$ cat src/rtl/seq_frame_serializer.sv
// MSB-first parallel-to-serial front end for bit-serial pattern detectors.
// Optional even-parity bit per frame, enabled by macro SER_PARITY_EN.
module seq_frame_serializer #(
  parameter int unsigned WIDTH    = 8,
  parameter logic        IDLE_BIT = 1'b0
) (
  input  logic             clk,
  input  logic             rst_n,
  input  logic [WIDTH-1:0] din,
  input  logic             din_valid,
  output logic             din_ready,
  output logic             x,
  output logic             x_valid,
  output logic             word_done,
  output logic             busy
);

  localparam int unsigned     CNT_W    = $clog2(WIDTH);
  localparam logic [CNT_W-1:0] CNT_LAST = CNT_W'(WIDTH - 1);

  typedef enum logic [1:0] {
    ST_IDLE   = 2'd0,
    ST_SHIFT  = 2'd1
`ifdef SER_PARITY_EN
    , ST_PARITY = 2'd2
`endif
  } state_e;

  state_e             state_q, state_d;
  logic [WIDTH-1:0]   sr_q, sr_d;
  logic [CNT_W-1:0]   cnt_q, cnt_d;
`ifdef SER_PARITY_EN
  logic               par_q, par_d;
`endif

  logic last_bit_c;
  logic accept_c;

  assign last_bit_c = (cnt_q == '0);
  assign accept_c   = din_valid && din_ready;

  // Output decode from state and registers only; unused encodings drive nothing.
  always_comb begin
    x         = IDLE_BIT;
    x_valid   = 1'b0;
    word_done = 1'b0;
    busy      = 1'b0;
    din_ready = 1'b0;
    case (state_q)
      ST_IDLE: begin
        din_ready = 1'b1;
      end
      ST_SHIFT: begin
        x       = sr_q[WIDTH-1];
        x_valid = 1'b1;
        busy    = 1'b1;
`ifndef SER_PARITY_EN
        if (last_bit_c) begin
          word_done = 1'b1;
          din_ready = 1'b1;
        end
`endif
      end
`ifdef SER_PARITY_EN
      ST_PARITY: begin
        x         = par_q;
        x_valid   = 1'b1;
        busy      = 1'b1;
        word_done = 1'b1;
        din_ready = 1'b1;
      end
`endif
      default: begin
        x = IDLE_BIT;
      end
    endcase
  end

  // Next state; din_ready is only high where a reload is legal, so accept always reloads.
  always_comb begin
    state_d = state_q;
    sr_d    = sr_q;
    cnt_d   = cnt_q;
`ifdef SER_PARITY_EN
    par_d   = par_q;
`endif
    case (state_q)
      ST_IDLE: begin
        state_d = ST_IDLE;
      end
      ST_SHIFT: begin
        sr_d  = sr_q << 1;
        cnt_d = cnt_q - CNT_W'(1);
        if (last_bit_c) begin
`ifdef SER_PARITY_EN
          state_d = ST_PARITY;
`else
          state_d = ST_IDLE;
`endif
        end
      end
`ifdef SER_PARITY_EN
      ST_PARITY: begin
        state_d = ST_IDLE;
      end
`endif
      default: begin
        state_d = ST_IDLE;
      end
    endcase
    if (accept_c) begin
      state_d = ST_SHIFT;
      sr_d    = din;
      cnt_d   = CNT_LAST;
`ifdef SER_PARITY_EN
      par_d   = ^din;
`endif
    end
  end

  always_ff @(posedge clk or negedge rst_n) begin
    if (!rst_n) begin
      state_q <= ST_IDLE;
      sr_q    <= '0;
      cnt_q   <= '0;
`ifdef SER_PARITY_EN
      par_q   <= 1'b0;
`endif
    end else begin
      state_q <= state_d;
      sr_q    <= sr_d;
      cnt_q   <= cnt_d;
`ifdef SER_PARITY_EN
      par_q   <= par_d;
`endif
    end
  end

endmodule

$ cat config.mk
export PLATFORM = sky130hd
export DESIGN_NAME = seq_frame_serializer
export DESIGN_NICKNAME = d
export VERILOG_FILES = /design/src/rtl/seq_frame_serializer.sv
export SDC_FILE = /design/constraint.sdc
export NUM_CORES = 1
export LEC_CHECK = 0
export CAP_MARGIN = 10
export CORE_MARGIN = 10
export CORE_UTILIZATION = 45
export DETAILED_ROUTE_END_ITERATION = 10
export GPL_TIMING_DRIVEN = 0
export PLACE_DENSITY = 0.8
export SYNTH_ARGS = -nofsm -noshare
export SYNTH_HDL_FRONTEND = slang
export SYNTH_SLANG_ARGS = --single-unit
$ cat constraint.sdc
create_clock -name clk -period 1.7 [get_ports clk]
set_input_delay 0.255 -clock clk [delete_from_list [all_inputs] [get_ports clk]]
set_output_delay 0.255 -clock clk [all_outputs]
set_load 0.005 [all_outputs]
; Word-level counts from Yosys, hierarchy flattened
; Cells that the tools add are included.
[classes]
n_reduce_logical = 4
addsub = 1
n_eq_ne = 2
muxes = 12
[op_table]
columns = operator, n
row1 = 2-to-1 mux 8 bit, 2
row2 = 2-to-1 mux 2 bit, 3
row3 = 2-to-1 mux 3 bit, 2
row4 = 2-to-1 mux 1 bit, 4
row5 = zero test 3 bit, 1
row6 = inequality test 3 bit (second input constant), 1
row7 = subtractor 3 x 1 -> 3 bit (second input constant), 1
row8 = equality test 2 x 1 -> 1 bit (second input constant), 1
row9 = zero test 2 bit, 1
row10 = case mux 1 bit (2 select lines), 1
row11 = nonzero test 2 bit, 1
row12 = logical AND 1 bit, 1
[word_totals]
ff_bits = 13
out_inout_bits = 5
word_cells = 22
in_bits = 11

; Depth between registers and ports, before layout
; Gate-level depths: netlist of the first run.
[logic_depth]
word_depth = 5
ltp_mapped = 6
depth_no_buf = 6

; Worst setup path after synthesis of the first run
; OpenSTA, ideal clock, no wires.
[synth_timing]
kind = register to register
from = register cnt_q[0]
to = register sr_q[2]
slack_ns = 0.240
setup_time_ns = 0.123
n_path_buf = 1
t_arrival_ns = 1.337
stages_incl_launch_ff = 7
path_cell_list = dfrtp_1 inv_1 ha_1 ha_1 nand2b_1 buf_2 o221a_2
[synth_between]
elab_chain_len = 5
[synth_lines]
columns = item, line_no
row1 = from (decl), 31  ; logic [CNT_W-1:0] cnt_q, cnt_d;
row2 = from (signal assigned), 132  ; cnt_q <= cnt_d;
row3 = zero test 3 bit (*), 39  ; assign last_bit_c = (cnt_q == '0);
row4 = 2-to-1 mux 1 bit (*), 58  ; if (last_bit_c) begin
row5 = case mux 1 bit (2 select lines) (*), 49  ; case (state_q)
row6 = net din_ready, 11  ; output logic din_ready,
row7 = logical AND 1 bit (*), 40  ; assign accept_c = din_valid && din_ready;
row8 = 2-to-1 mux 8 bit / nonzero test 2 bit (equally long branches), -
row9 = to (signal assigned), 131  ; sr_q <= sr_d;
row10 = to (decl), 30  ; logic [WIDTH-1:0] sr_q, sr_d;
; Mark *: on every way through the listed nets, which the timed path passes. The rest lies on a longest branch.
; A chain may end at the register's enable or synchronous reset.

; Worst setup path in the final report of the first run
[layout_timing]
from = register cnt_q[0]
to = output port din_ready
[layout_between]
elab_chain_len = 3
[layout_lines]
columns = item, line_no
row1 = zero test 3 bit, 39
row2 = 2-to-1 mux 1 bit, 58
row3 = case mux 1 bit (2 select lines), 49
row4 = to (decl), 11
; Every way passes these cells.

==> metrics.cfg, run 1 <==
[floorplan]
num_rows=13
fp.dieH_um=58.3
die-area_sq_um=3400
core_area_sq_um=1330
start_util=0.494
boundaryPins=16
die_width_um=58.3

[setup_path]
worstSetupPathType=reg2out
r2r_end=sr_q[3]
path_max_fanout=4
r2r_slack_ns=0.15
endpoint_kind=output pin
critical_path_arrival_ns=1.39
required_ns=1.44
ff2ff_path_depth=7
r2r_start=cnt_q[0]
crit_path_start_kind=flip-flop

[placed_design]
io_buffer_count=15
globalplace.congestion=0.654
dp_hpwl_um=964

[global_route]
antenna_found_initial=0
grt_util_all_layers=0.0933
overflow=0
grt_pass1_wl_um=2470
grt_max_degree=13
grt_pass1_vias=547

[routing]
dr.pass1.iters=4
first_iter_violations=11
wl_per_cell_um=15.2
drcViolationCount=0
ant_nets=0
wl_um=1460
num_vias=534
viasPerCell=5.56

[timing]
finalClockSkew_ns=0.00267
hold_ws_ns=0.333
fmax_ghz=0.607
finalCritPeriodShare=0.969
report.final.hold_viol_count=0
worst_slew_pin_slew_ns=0.552
setup_viol=0
period_minus_slack_ns=1.65
slew_violations=0
slew_headroom=0.631

[yosys]
synthDistinctLibCells=22
synth_cells=57
synth.avg_cell_area_sq_um=11.6
synth_seq_area_share=0.455
yosysWarningCount=0
yosysTopAreaCell=dfrtp_1
syn_area_sq_um=659
yosys.area.top_type_share=0.455
yosys_register_bits=12
syn_nets=70
netlist_top_cells_area=dfrtp_1 (46%), o221a_2 (12%), a211o_1 (9.3%)

[finish]
area_growth_pct=40.8
diodes=0
drive_above_1_share=0.333
final_cell_mix=dfrtp_1 (11), clkdlybuf4s50_1 (11), nor2b_1 (7), a211o_1 (7), o221a_2 (7)
multiInputGateArea_sq_um=322
utilization=0.696
nets=95
fillers=111
seq_area_sq_um=302

[clock_network]
cts_hold_buf=0
cts.sinks=12
htreeDepth=1
root_buffer=clkbuf_4
cts_max_path_buffers=2
numCtsBuffers=3
clock_latency_ns=0.27
cts_tree=yes
clk_pin_slew_worst_paths_ns=0.08

[power]
peakVddDrop_v=0.000988
leakage_nw=0.434
powerDensity_nw_per_um2=1610

[run_status]
outcome=completed

[flow_run]
cap_viol_max_count=0

[worst_hold_path]
hold_class=in2async

## how the worst max path moves through the flow
stage	startpoint	endpoint	cells after the start
after floorplan	cnt_q[0]	sr_q[2]	6
after global placement	cnt_q[0]	din_ready	6
after detailed placement	cnt_q[0]	din_ready	6
after CTS	cnt_q[0]	din_ready	6
after global routing	cnt_q[0]	din_ready	6
final	cnt_q[0]	din_ready	6
## synthesized netlist by cell type (all sizes together)
master	n
dfrtp	12
a211o	7
nor2b	7
o221a	7
buf	5
inv	3
and2	2
ha	2
nand2	2
nand2b	2
a21boi	1
a21oi	1
a22oi	1
a32o	1
nor2	1
nor3	1
o21a	1
o22a	1
## registers in the layout, indices dropped and copies added (netlist names)
register  cells
state_q       1
sr_q          8
cnt_q         3
## cells by family (layout without fill, tap and decap cells)
logic type               Yosys count  in the layout  share of synthesized area
AO/OA/AOI/OAI                     20             20                      0.283
AND/OR/NAND/NOR                   15             15                      0.133
flip-flops                        12             12                      0.455
buffers and inverters              8             32                     0.0911
adder cells (fa/ha/maj)            2              2                     0.0379
## what timing repair did
item	in CTS	in global routing
buffers inserted	4	1
resized for setup	10	4
endpoints found under the setup margin	3	3
pin swaps	0	0
## report_power, final
group	switching, mW	internal [mW]
sequential	0.0662	0.401
combinational	0.311	0.485
clock	0.102	0.130
## routing by layer
layer | vias up | routed length, um | track usage
li1 | 259 | - | -
met2 | 13 | 645 | 0.135
met4 | 0 | 13 | 0.0503
met5 | - | 0 | 0
met1 | 260 | 726 | 0.109
met3 | 2 | 76 | 0.0458
## per-stage QoR
stage                     power, mW  cell area, sq um  setup WS [ns]  TNS, ns  instances
after floorplan               0.941               659          0.240        0         57
after global placement         1.13               828         -0.234   -0.234         87
after detailed placement       1.14               828         -0.238   -0.238         87
after CTS                      1.46               911        -0.0730  -0.0730         95
after global routing           1.62               928       -0.00996  -0.0173         96
final                          1.50               928         0.0528        0         96
## layout make-up
cell class | instances | area share
Timing Repair Buffer | 20 | 0.198
Buffer | 5 | 0.0593
Clock buffer | 4 | 0.0391
Multi-Input combinational cell | 37 | 0.346
Tap cell | 15 | 0.0202
Inverter | 3 | 0.0121
Sequential cell | 12 | 0.325
## critical path: stages (launching register included)
cell,delay (ns)
dfrtp_1,0.36
inv_1,0.05
ha_2,0.19
ha_4,0.17
nand2b_4,0.14
buf_6,0.11
clkbuf_2,0.10
Note: power is estimated with default switching activity, not from simulation.
==> inputs of run 2 (changes only) <==
Settings changed: ABC_CLOCK_PERIOD_IN_PS set to 1700, CTS_CLUSTER_SIZE set to 16.
==> results of run 2 <==
The final DEF is identical to that of run 1; final timing and power are the same.
